**src/rtl/regfile_scoreboard.sv**
```systemverilog
// regfile_scoreboard: per-register pending-write counters that stall decode
// on RAW hazards and on counter saturation; writeback retires entries.
// Ports:
//   CLK, nRST                  clock, async active-low reset
//   issue_*                    decode-side instruction (sources, dest, valid)
//   wb_valid, wb_rd            register file write port activity
//   flush                      discard all in-flight writes
//   issue_ack, stall           combinational accept / hold decode
//   pending_mask               bit r set while reg r has in-flight writes
//   err_underflow              sticky: writeback with no pending write
module regfile_scoreboard #(
    parameter int NREGS     = 32,
    parameter int CNT_W     = 2,
    parameter bit WB_BYPASS = 1'b1
) (
    input  logic             CLK,
    input  logic             nRST,
    input  logic             issue_valid,
    input  logic [4:0]       issue_rs,
    input  logic [4:0]       issue_rt,
    input  logic             issue_use_rs,
    input  logic             issue_use_rt,
    input  logic             issue_wen,
    input  logic [4:0]       issue_rd,
    input  logic             wb_valid,
    input  logic [4:0]       wb_rd,
    input  logic             flush,
    output logic             issue_ack,
    output logic             stall,
    output logic [NREGS-1:0] pending_mask,
    output logic             err_underflow
);

    localparam logic [CNT_W-1:0] CNT_MAX = {CNT_W{1'b1}};
    localparam logic [CNT_W-1:0] CNT_ONE = CNT_W'(1);

    logic [CNT_W-1:0] pend_q [NREGS];
    logic [CNT_W-1:0] pend_d [NREGS];
    logic             err_q;
    logic             err_d;
    logic [NREGS-1:0] busy;
    logic             hazard;
    logic             sat;
    logic             inc_en;
    logic             dec_en;
    logic             under;

    // A source is busy while writes are pending, unless the last one
    // is being written back this very cycle (bypass).
    always_comb begin
        busy = '0;
        for (int r = 1; r < NREGS; r++) begin
            busy[r] = (pend_q[r] != '0) &&
                      !(WB_BYPASS && wb_valid &&
                        (wb_rd == 5'(r)) && (pend_q[r] == CNT_ONE));
        end
    end

    assign sat    = issue_wen && (issue_rd != 5'd0) &&
                    (pend_q[issue_rd] == CNT_MAX);
    assign hazard = (issue_use_rs && busy[issue_rs]) ||
                    (issue_use_rt && busy[issue_rt]) || sat;

    assign issue_ack = issue_valid && !hazard && !flush;
    assign stall     = issue_valid && hazard && !flush;

    assign inc_en = issue_ack && issue_wen && (issue_rd != 5'd0);
    assign dec_en = wb_valid && (wb_rd != 5'd0);
    assign under  = dec_en && (pend_q[wb_rd] == '0);

    always_comb begin
        pend_d[0] = '0;
        for (int r = 1; r < NREGS; r++) begin
            pend_d[r] = pend_q[r];
            if (flush) begin
                pend_d[r] = '0;
            end else if (inc_en && (issue_rd == 5'(r)) &&
                         !(dec_en && (wb_rd == 5'(r)))) begin
                pend_d[r] = pend_q[r] + CNT_ONE;
            end else if (dec_en && (wb_rd == 5'(r)) &&
                         !(inc_en && (issue_rd == 5'(r))) &&
                         (pend_q[r] != '0)) begin
                pend_d[r] = pend_q[r] - CNT_ONE;
            end
        end
    end

    assign err_d = err_q || (!flush && under);

    always_ff @(posedge CLK or negedge nRST) begin
        if (!nRST) begin
            for (int r = 0; r < NREGS; r++) begin
                pend_q[r] <= '0;
            end
            err_q <= 1'b0;
        end else begin
            for (int r = 0; r < NREGS; r++) begin
                pend_q[r] <= pend_d[r];
            end
            err_q <= err_d;
        end
    end

    always_comb begin
        pending_mask = '0;
        for (int r = 0; r < NREGS; r++) begin
            pending_mask[r] = (pend_q[r] != '0);
        end
    end

    assign err_underflow = err_q;

endmodule

```
**config.mk**
```make
export PLATFORM = sky130hd
export DESIGN_NAME = regfile_scoreboard
export DESIGN_NICKNAME = d
export VERILOG_FILES = /design/src/rtl/regfile_scoreboard.sv
export SDC_FILE = /design/constraint.sdc
export NUM_CORES = 1
export LEC_CHECK = 0
export ABC_AREA = 0
export CAP_MARGIN = 40
export CELL_PAD_IN_SITES_DETAIL_PLACEMENT = 0
export CELL_PAD_IN_SITES_GLOBAL_PLACEMENT = 2
export CORE_UTILIZATION = 36
export DETAILED_ROUTE_END_ITERATION = 7
export PLACE_DENSITY = 0.88
export SETUP_SLACK_MARGIN = 0.2
export SLEW_MARGIN = 20
export SYNTH_ARGS = -nofsm -noshare
export SYNTH_HDL_FRONTEND = slang
export SYNTH_SLANG_ARGS = --single-unit
export TNS_END_PERCENT = 5
```
**constraint.sdc**
```tcl
create_clock -name CLK -period 3.9 [get_ports CLK]
set_input_delay 0.39 -clock CLK [delete_from_list [all_inputs] [get_ports CLK]]
set_output_delay 0.39 -clock CLK [all_outputs]
set_load 0.02 [all_outputs]
```
## Word level (Yosys, flattened, before mapping)

Cells that the tools add are included.

| storage, ports and cells | value |
|---|---|
| register bits after elaboration | 63 |
| input port bits | 28 |
| output and inout bits | 35 |
| word-level logic and storage cells | 721 |

| cells by class | value |
|---|---|
| add/sub/neg operators | 62 |
| $lt $le $gt $ge | 4 |
| eq/ne operators | 94 |
| mux-type cells | 103 |
| bitwise gates (word level) | 2 |
| reductions and logical operators | 424 |

Operators by type and width:

| operator | count |
|---|---|
| 1-bit logical AND | 261 |
| 2-bit 2-to-1 mux | 97 |
| 5-bit equality test, second input constant | 32 |
| 1-bit logical NOT | 95 |
| 3-bit nonzero test | 31 |
| 5-bit by 4-bit equality test with 1-bit output, second input constant | 16 |
| 2-bit by 1-bit adder with 2-bit output, second input constant | 31 |
| 2-bit by 1-bit equality test with 1-bit output, second input constant | 31 |
| 2-bit nonzero test | 31 |
| 2-bit by 1-bit subtractor with 2-bit output, second input constant | 31 |
| 5-bit by 3-bit equality test with 1-bit output, second input constant | 8 |
| 2-bit binary-select mux with 5-bit select | 2 |
| 5-bit by 2-bit equality test with 1-bit output, second input constant | 4 |
| 6-bit >= comparator, second input constant | 2 |
| 5-bit by 6-bit < comparator with 1-bit output, second input constant | 2 |
| 5-bit NOT with 6-bit output | 2 |
| 1-bit binary-select mux with 5-bit select | 2 |
| 5-bit by 1-bit equality test with 1-bit output, second input constant | 2 |
| 5-bit nonzero test | 2 |
| 1-bit logical OR | 3 |
| 2-bit equality test, second input constant | 1 |
| 2-bit logical NOT | 1 |
| 1-bit 2-to-1 mux | 2 |

## Logic depth before layout (Yosys ltp)

Gate-level depths: netlist (run 1).

| logic depth | value |
|---|---|
| depth in word-level cells | 22 |
| depth in mapped cells | 14 |
| gate-level depth less buffers | 11 |

## Worst setup path after synthesis (run 1)

OpenSTA, ideal clock, no wires.

| path | value |
|---|---|
| path kind | input -> output |
| start | in wb_valid |
| end | out stall |
| data arrival time | 2.668 ns |
| data required time | 3.510 ns |
| slack | 0.842 ns |
| stages on the path | 11 |
| buffers on the path | 4 |
| path through | buf_2 -> and4b_1 -> buf_6 -> a31oi_1 -> o21ai_0 -> or3_4 -> a311oi_4 -> buf_4 -> nor2_2 -> buf_2 -> nor2_1 |

| between the ends | value |
|---|---|
| cells in the longest elaborated chain, start to end | 11 |
| elaborated cells between the ends (all ways) | 134 |
| those cells by class | mux: 4; reduce/logical: 130 |

RTL lines:

| item | RTL line | RTL |
|---|---|---|
| start, declared | 25 | `input logic wb_valid,` |
| 1-bit logical AND | 54 | `!(WB_BYPASS && wb_valid &&` |
| 1-bit logical AND | 55 | `(wb_rd == 5'(r)) && (pend_q[r] == CNT_ONE));` |
| 1-bit logical NOT | 54 |  |
| 1-bit logical AND | 53 | `busy[r] = (pend_q[r] != '0) &&` |
| 1-bit binary-select mux with 5-bit select, on equally long branches | 61, 62 |  |
| 1-bit 2-to-1 mux, on equally long branches | 61, 62 |  |
| 1-bit logical AND, on equally long branches | 61, 62 |  |
| 1-bit logical OR * | 61 | `assign hazard = (issue_use_rs && busy[issue_rs]) \|\|` |
| 1-bit logical OR * | 62 | `(issue_use_rt && busy[issue_rt]) \|\| sat;` |
| 1-bit logical AND * (2 in series) | 65 | `assign stall = issue_valid && hazard && !flush;` |
| end, declared | 29 | `output logic stall,` |

Every way passes the cells marked *; elsewhere a longest branch is shown, timed or not. The select of a mux whose other input is x is not followed.

## Final worst setup path (run 1)

| path | value |
|---|---|
| start | in issue_rd[0] |
| end | out issue_ack |

| between the ends | value |
|---|---|
| cells in the longest elaborated chain, start to end | 10 |
| elaborated cells between the ends (all ways) | 12 |
| those cells by class | eq/ne: 1; mux: 3; bitwise: 1; reduce/logical: 7 |

RTL lines:

| item | RTL line | RTL |
|---|---|---|
| start, declared | 24 | `input logic [4:0] issue_rd,` |
| 5-bit NOT with 6-bit output (not written as such) | 60 | `(pend_q[issue_rd] == CNT_MAX);` |
| 2-bit binary-select mux with 5-bit select | 60 |  |
| 2-bit 2-to-1 mux (not written as such) (2 in series) | 60 |  |
| 2-bit equality test | 60 |  |
| 1-bit logical AND * | 59 | `assign sat = issue_wen && (issue_rd != 5'd0) &&` |
| 1-bit logical OR * | 62 |  |
| 1-bit logical NOT * | 64 | `assign issue_ack = issue_valid && !hazard && !flush;` |
| 1-bit logical AND * (2 in series) | 64 |  |
| end, declared | 28 | `output logic issue_ack,` |

Marked as above.

==> results of run 1 <==
## area by class of cell
type,count,area (sq um),area share [%]
antenna,1,2.502,0.02587
clock buffer,11,242.7,2.509
clock inverter,2,10.01,0.1035
inverter,109,409.1,4.230
multi-input combinational,777,5728,59.22
sequential,63,1577,16.30
tap,280,350.3,3.622
timing repair buffer,151,1354,14.00
## layer usage
layer / share of wire, % / GRT usage [%] / vias to the layer above / wire length [microns]
li1: - / - / 3931 / -
met1: 47 / 39.41 / 4018 / 13850
met2: 43 / 39.95 / 333 / 12800
met3: 7.5 / 4.699 / 37 / 2199
met4: 2.1 / 7.750 / 0 / 626
met5: 0 / 0 / - / 0
## cell usage after synthesis (all sizes together), types with 6 or more instances
master and count:
a21oi 22, nor4 16, mux2i 40, buf 35, a311oi 18, mux2 29, nand2b 6, nand4 7
nor2b 9, nor2 117, or4 12, a31oi 60, nand3 37, dfrtp 63, mux4 17, o2111a 6
o31ai 6, nor3 63, and3 18, inv 109, or3 11, a221oi 6, ha 62, clkbuf 28
o211ai 9, o22ai 10, nand2 86, o21ai 26, a211oi 6
## registers in the layout (all words and copies together) (netlist names)
signal and count:
pend_q 62, err_underflow 1
## worst max-delay path by stage
stage | startpoint | endpoint | cells after the start
floorplan | wb_valid | stall | 11
global placement | wb_rd[4] | stall | 10
detailed placement | wb_rd[4] | stall | 10
CTS | wb_rd[2] | stall | 11
global route | wb_rd[2] | pend_q[30] | 14
finish | issue_rd[0] | issue_ack | 11
## cells by family after synthesis
family	after synthesis	synth area share, %
DFF	63	19.71
other	1	0.04689
muxes	86	13.88
AOI/OAI and AO/OA	219	20.34
and+or+nand+nor	409	26.83
adders and majority gates	62	9.700
buffers and inverters	172	9.496
## where the power goes
group,total [W],switching (W),internal [W]
registers,0.000685,0.0000166,0.000669
clock network,0.000751,0.000316,0.000435
logic,0.000620,0.000379,0.000241
## per-stage QoR
stage          setup WS (ns)  power, W
6_report              0.2740  0.002056
5_1_grt               0.1033  0.002151
4_1_cts              0.08982  0.002061
3_5_place_dp         -0.1423  0.001300
3_3_place_gp         -0.1567  0.001299
2_1_floorplan         0.8424  0.001046
## repair_timing
action | in CTS | in global routing
gates resized for setup | 11 | 9
buffers inserted | 1 | 0
pin swaps | 1 | 1
endpoints found under the setup margin | 2 | 17
==> impl_metrics.tcl, run 1 <==
set metrics [dict create \
    outcome "finished, final reports clean" \
    path_max_fanout 20 \
    postPlaceCellArea_sq_um 9341 \
    leakagePower_nw 3.983 \
    path_class "input pin to output pin" \
    die_w_microns 151.1 \
    portBuffers 61 \
    grt_usage_pct 26.91 \
    avgSynthCellArea_sq_um 7.903 \
    drt_iter0_drc 778 \
    syn2layout_area_growth_pct 20.95 \
    hold_viol 0 \
    ir_drop_v 0.0001518 \
    layout_commonest_cell "nor2_1" \
    max_slew.worst_pin.slew_ns 0.8065 \
    fin_util_pct 44.32 \
    worst-r2r-cell-count 14 \
    r2r_start "pend_q[34]" \
    numCtsBuffers 9 \
    clk_latency_ns 0.35 \
    clk_pin_slew_worst_paths_ns 0.06 \
    totalWireLength_mm 29.48 \
    final_cell_count_no_fill 1394 \
    fill_cells 2188 \
    rows 54 \
    synth_area_leader_cell "dfrtp_1" \
    synthCells 1012 \
    drv_cap 0 \
    final_layout_size_suffix_gt1_share_pct 17.61 \
    die_y_microns 151.1 \
    h-tree-depth 3 \
    syn_nets 1102 \
    layout_common_cells "114 x nor2_1, 108 x inv_1, 85 x nand2_1" \
    crit_path_max_incr_delay_ns 0.56 \
    start_util_pct 36.65 \
    startpoint_type "input pin" \
    path_cells "clkdlybuf4s50_1 > buf_12 > mux4_2 > a22oi_1 > o41ai_1 > nand3_1 > o31a_1 > and4_1 > nand2_4 > nor2_1 > dlygate4sd2_1" \
    maxSlewViolCount 0 \
    yosysWarnings 0 \
    max_freq_ghz 0.2758 \
    final_area_sq_um 9673 \
    setup_tns_ns 0 \
    worstPathRequired_ns 3.51 \
    synth_area_sq_um 7998 \
    rr_endpoint "pend_q[6]" \
    cts.sinks 63 \
    ff2ff_setup_slack_ns 0.46 \
    ys_types 89 \
    cp_top_family "buffers and inverters" \
    place_congestion 1.009 \
    drc_errors 0 \
    final.min_clock_period_ns 3.626 \
    setup_viol 0 \
    synthTopCellsByArea "dfrtp_1 20%, ha_1 9.7%, nor2_1 5.4%" \
    ioPinCount 63 \
    synth_edf_count 0 \
    drtAntennaViolNets 0 \
    grt_pass1_wl_mm 45.95 \
    hpwl_mm 23.19 \
    firstDrtPassIters 5 \
    grt_pass1_vias 7707 \
    yosysSeqAreaShare_pct 19.71 \
    wl_per_cell_microns 21.15 \
    hp-class "input pin to asynchronous set/reset pin" \
    grt_antenna_before_repair 1 \
    grt_max_degree 53 \
    viasPerCell 5.968 \
    hold_ws_ns 0.08183 \
    fin_crit_sh_pct 92.97 \
    nNetsFinal 1201 \
    critPathCaptureType "output pin" \
    p_per_area_nw_per_um2 212.5 \
    critPathSlowestCell "clkdlybuf4s50_1" \
    ys_ff_latch 63 \
    path_buf_inv 3 \
    yosysTopAreaCellShare_pct 19.71 \
    vias 8319 \
    clock_skew_ns 0.009332 \
    postCtsHoldBufs 0 \
    core_area_sq_um 21820 \
    dp_cells 1379 \
    max_slew_margin_pct 45.74 \
    cts.path.max_buffers 2 \
    cts_root_buf "clkbuf_16" \
    cts_tree "yes" \
    cp_data_arrival_time_ns 3.24 \
    ys_async_sr_fraction_pct 100.0 \
    rsz0062_at_grt "yes" \
    die_area_sq_um 22820 \
    synthFlopType "dfrtp_1" \
    overflow 0 \
]
Power figures use the tool's default switching activity.
==> inputs of run 2 (changes only) <==
--- a/config.mk
+++ b/config.mk
@@ -9,9 +9,10 @@
 export CAP_MARGIN = 40
 export CELL_PAD_IN_SITES_DETAIL_PLACEMENT = 0
 export CELL_PAD_IN_SITES_GLOBAL_PLACEMENT = 2
-export CORE_UTILIZATION = 36
+export CORE_UTILIZATION = 40
 export DETAILED_ROUTE_END_ITERATION = 7
-export PLACE_DENSITY = 0.88
+export DONT_BUFFER_PORTS = 1
+export PLACE_DENSITY_LB_ADDON = 0.1
 export SETUP_SLACK_MARGIN = 0.2
 export SLEW_MARGIN = 20
 export SYNTH_ARGS = -nofsm -noshare
==> impl_metrics.tcl, run 2 (synthesized netlist as in run 1, its figures left out) <==
set metrics [dict create \
    drc_errors 0 \
    die_y_microns 143.4 \
    drtAntennaViolNets 0 \
    postPlaceCellArea_sq_um 8234 \
    overflow 0 \
    wl_per_cell_microns 23.39 \
    clk_pin_slew_worst_paths_ns 0.06 \
    firstDrtPassIters 5 \
    max_slew_margin_pct 44.45 \
    largest_register_ff_count 62 \
    hp-class "input pin to register" \
    layout_commonest_cell "nor2_1" \
    power_w 0.002028 \
    cp.depth 9 \
    cp_top_family "simple AND/OR/NAND/NOR gates" \
    max_slew.worst_pin.slew_ns 0.8256 \
    numCtsBuffers 9 \
    totalWireLength_mm 29.68 \
    cts.sinks 63 \
    rows 51 \
    dp_cells 1246 \
    crit_path_max_incr_delay_ns 0.56 \
    hold_ws_ns 0.1017 \
    final_area_sq_um 8625 \
    critPathSlowestCell "mux4_2" \
    cp_data_arrival_time_ns 3.25 \
    die_area_sq_um 20560 \
    die_w_microns 143.4 \
    path_buf_inv 1 \
    startpoint_type "register" \
    crit_path_start "pend_q[9]" \
    final_cell_count_no_fill 1269 \
    leakagePower_nw 3.490 \
    worstPathRequired_ns 3.51 \
    cts_tree "yes" \
    nNetsFinal 1089 \
    cts_root_buf "clkbuf_16" \
    whs_path_depth 1 \
    final.min_clock_period_ns 3.639 \
    hpwl_mm 22.01 \
    outcome "finished, final reports clean" \
    largest-register "pend_q" \
    p_per_area_nw_per_um2 235.1 \
    antennaDiodeCount 0 \
    place_congestion 0.9231 \
    fill_cells 2050 \
    ioPinCount 63 \
    hold_viol 0 \
    cts.path.max_buffers 2 \
    layout_common_cells "114 x nor2_1, 108 x inv_1, 85 x nand2_1" \
    setup_viol 0 \
    path_class "register to output pin" \
    fin_crit_sh_pct 93.30 \
    setup_tns_ns 0 \
    start_util_pct 40.96 \
    syn2layout_area_growth_pct 7.838 \
    r2r_start "pend_q[41]" \
    grt_max_degree 95 \
    clock_skew_ns 0.007928 \
    max_freq_ghz 0.2748 \
    grt_antenna_before_repair 0 \
    path_cells "mux4_2 > a22o_1 > a221oi_2 > a211o_1 > o31a_1 > and4_2 > nand2_4 > nor2_1 > buf_4" \
    vias 7929 \
    path_max_fanout 22 \
    drt_iter0_drc 665 \
    grt_usage_pct 29.61 \
    ff2ff_setup_slack_ns 0.46 \
    drv_cap 0 \
    endpoint "issue_ack" \
    grt_pass1_wl_mm 44.84 \
    portBuffers 0 \
    worst-r2r-cell-count 12 \
    maxSlewViolCount 0 \
    h-tree-depth 3 \
    final_layout_size_suffix_gt1_share_pct 13.25 \
    rsz0062_at_grt "yes" \
    rr_endpoint "pend_q[18]" \
    ir_drop_v 0.0001996 \
    core_area_sq_um 19530 \
    viasPerCell 6.248 \
    critPathCaptureType "output pin" \
    clk_latency_ns 0.36 \
    grt_pass1_vias 7411 \
]
## run 2: cell types whose count changed in the layout (fill, tap and decap cells not counted), sizes merged
cell / before / now
buf: 92 / 37
bufinv: 0 / 1
clkdlybuf4s18: 0 / 1
clkdlybuf4s50: 55 / 0
clkinv: 2 / 3
clkinvlp: 0 / 1
diode: 1 / 0
dlygate4sd2: 2 / 0
dlygate4sd3: 0 / 1
dlymetal6s2s: 2 / 0
## run 2: through the flow
step,worst slack (ns),util (%)
2_1_floorplan,0.8424,-
5_1_grt,0.1633,44.17
3_5_place_dp,0.3763,42.17
6_report,0.2612,44.17
3_3_place_gp,0.3489,42.12
4_1_cts,0.1754,43.97
## run 2: how the worst min path moves through the flow
stage                    endpoint  start  slack [ns]
finish                 pend_q[39]  flush        0.10
global route           pend_q[39]  flush         0.1
CTS                    pend_q[47]  flush        0.09
detailed placement     pend_q[32]   nRST         0.1
global placement       pend_q[32]   nRST         0.1
floorplan           err_underflow   nRST        0.09
## run 2: power by group
part	switching, W	internal (W)
clock	0.000359	0.000529
sequential	0.0000148	0.000668
combinational	0.000291	0.000165
## run 2: final cells by class
class                      count  area (sq um)  share of cell area [%]
multi-input combinational    777          5668                   65.72
sequential                    63          1577                   18.28
inverter                     109         409.1                   4.744
tap                          265         331.6                   3.844
timing repair buffer          39         330.3                   3.830
clock buffer                  11         252.7                   2.931
clock inverter                 5         56.30                  0.6528
## run 2: timing repair
item / in CTS / in global routing
endpoints found under the hold margin: 63 / 0
pin swaps: 1 / 2
gates resized for setup: 1 / 1
endpoints found under the setup margin: 2 / 2
buffers inserted: 0 / 5
hold buffers: 2 / 0
## run 2: routing by layer
layer | track usage (%) | share of wire (%) | up-vias
met5 | 0 | 0 | -
met4 | 8.791 | 1.9 | 0
met3 | 8.730 | 8.1 | 45
met2 | 44.66 | 44 | 269
met1 | 40.50 | 46 | 3903
li1 | - | - | 3712
==> RTL edit (flow settings as in run 2) <==
Set the parameter `CNT_W` to 4 (it was 2).
--- a/src/rtl/regfile_scoreboard.sv
+++ b/src/rtl/regfile_scoreboard.sv
@@ -10,7 +10,7 @@
 //   err_underflow              sticky: writeback with no pending write
 module regfile_scoreboard #(
     parameter int NREGS     = 32,
-    parameter int CNT_W     = 2,
+    parameter int CNT_W     = 4,
     parameter bit WB_BYPASS = 1'b1
 ) (
     input  logic             CLK,
Formal check against the unedited RTL: not equivalent (a bounded check fails within 4 cycles, from zero or initial values and one cycle with nRST low).
==> RTL edit against run 2 <==
Wire length up 60%; sequential cell count up 62; final area up 67%; sequential share of layout area up 3.5 points; critical endpoint unchanged; cell count up 59%; setup slack worse by 13 ps; critical path type unchanged; total power up 82%; combinational power up 2%; global-route usage down 0.087 points; non-clock buffer count up 40; area after synthesis up 62%.
==> RTL edit: results <==
export IMPL_grt_use_met3=0.0584
export IMPL_wl_met2_um=22900
export IMPL_synthMuxAreaShare=0.0901
export IMPL_wire_per_inst_um=23.6
export IMPL_swShare=0.271
export IMPL_pwr_density_cell_mw_per_mm2=255
export IMPL_status="complete, no violations"
export IMPL_powerSeq_mw=1.33
export IMPL_synth_xor_area_frac=0.0332
export IMPL_critical_path_arrival_ps=3260
export IMPL_track_usage=0.295
export IMPL_grt_met2_usage=0.496
export IMPL_placedInstanceArea_mm2=0.0135
export IMPL_num_vias=12400
export IMPL_drt_iter0_markers=857
export IMPL_tightest_slew_ps=751
export IMPL_skew_ps=10.8
export IMPL_drt_total_wl_um=47600
export IMPL_synth_edf_count=0
export IMPL_wl_met1_um=21000
export IMPL_largest_reg_flops=124
export IMPL_vdd_drop_max_mv=0.331
export IMPL_slowest_stage="a211oi_1"
export IMPL_firstDrtPassIters=8
export IMPL_dp_hpwl_um=33900
export IMPL_dr_wl_met3_um=2670
export IMPL_clk_latency_ps=450
export IMPL_ys_top_cells_by_area="dfrtp_1 (24%), ha_1 (12%), nand2_1 (5.9%), mux2i_1 (5.3%), nor2_1 (4.5%)"
export IMPL_cts_buffers=17
export IMPL_yosys_area_share_adder=0.120
export IMPL_synth_distinct_cells=94
export IMPL_powerComb_mw=0.465
export IMPL_place_congestion=0.922
export IMPL_h_tree_depth=4
export IMPL_postSynthAreaPerCell_um2=8.05
export IMPL_leakagePower_nw=5.94
export IMPL_drive_gt1_frac=0.114
export IMPL_syn_nets=1756
export IMPL_yosysSeqAreaShare=0.242
export IMPL_placed_cells=1976
export IMPL_num_fill_cells=3161
export IMPL_critPathMaxFanout=9
export IMPL_synth_compound_area_frac=0.164
export IMPL_grt_max_degree=147
export IMPL_ys_top_cells_by_count="nand2_1 (204), nor2_1 (155), dfrtp_1 (125)"
export IMPL_cpLargestDelayFamily="compound AO/OA/AOI/OAI gates"
export IMPL_grt_pass1_wl_um=74100
RTL edit: changes by cell type after synthesis, moves of 26 or more:
cell	change
a21oi_1	+37
nor2b_1	+26
mux2i_1	+29
nor2_1	+41
inv_1	-38
nand2_1	+119
dfrtp_1	+62
xnor2_1	+48
nand3_1	+31
clkbuf_1	+35
ha_1	+62
nand4_1	+47
RTL edit: logic make-up after synthesis:
group	count (synthesis)
xor+xnor	49
simple gates	742
flops	125
fa+ha+maj	124
compound gates	297
other cells	1
mux	101
buf+inv	165
RTL edit: stage by stage:
| stage | hold slack [ps] | util |
|---|---|---|
| 6_report | 13.9 | 0.456 |
| 5_1_grt | 0.148 | 0.456 |
| 4_1_cts | 0.0370 | 0.453 |
| 3_5_place_dp | 100 | 0.428 |
| 3_3_place_gp | 100 | 0.428 |
| 2_1_floorplan | 94.4 | - |
RTL edit: repair_timing:
action,4_1_cts,5_1_grt
hold endpoints to repair,132,3
hold buffers,8,2
pin swaps,0,3
setup endpoints to repair,2,28
setup buffers,0,4
resized for setup,10,12
RTL edit: cell type report:
type,count,area share
multi-input combinational,1314,0.637
sequential,125,0.217
timing repair buffer,79,0.0467
clock inverter,11,0.0148
clock buffer,21,0.0312
tap,402,0.0349
inverter,70,0.0182
RTL edit: final timing paths:
path,start,to,slack [ps],depth (start not counted)
worst max-delay path,pend_q[72]$_DFFE_PN0P_,issue_ack,250,11
worst min-delay path,flush,pend_q[35]$_DFFE_PN0P_,10,1
worst max register to register,pend_q[108]$_DFFE_PN0P_,pend_q[26]$_DFFE_PN0P_,360,12
worst min register to register,pend_q[35]$_DFFE_PN0P_,pend_q[35]$_DFFE_PN0P_,590,2
max in group asynchronous,nRST,pend_q[92]$_DFFE_PN0P_,2670,2
min in group asynchronous,nRST,pend_q[53]$_DFFE_PN0P_,590,2
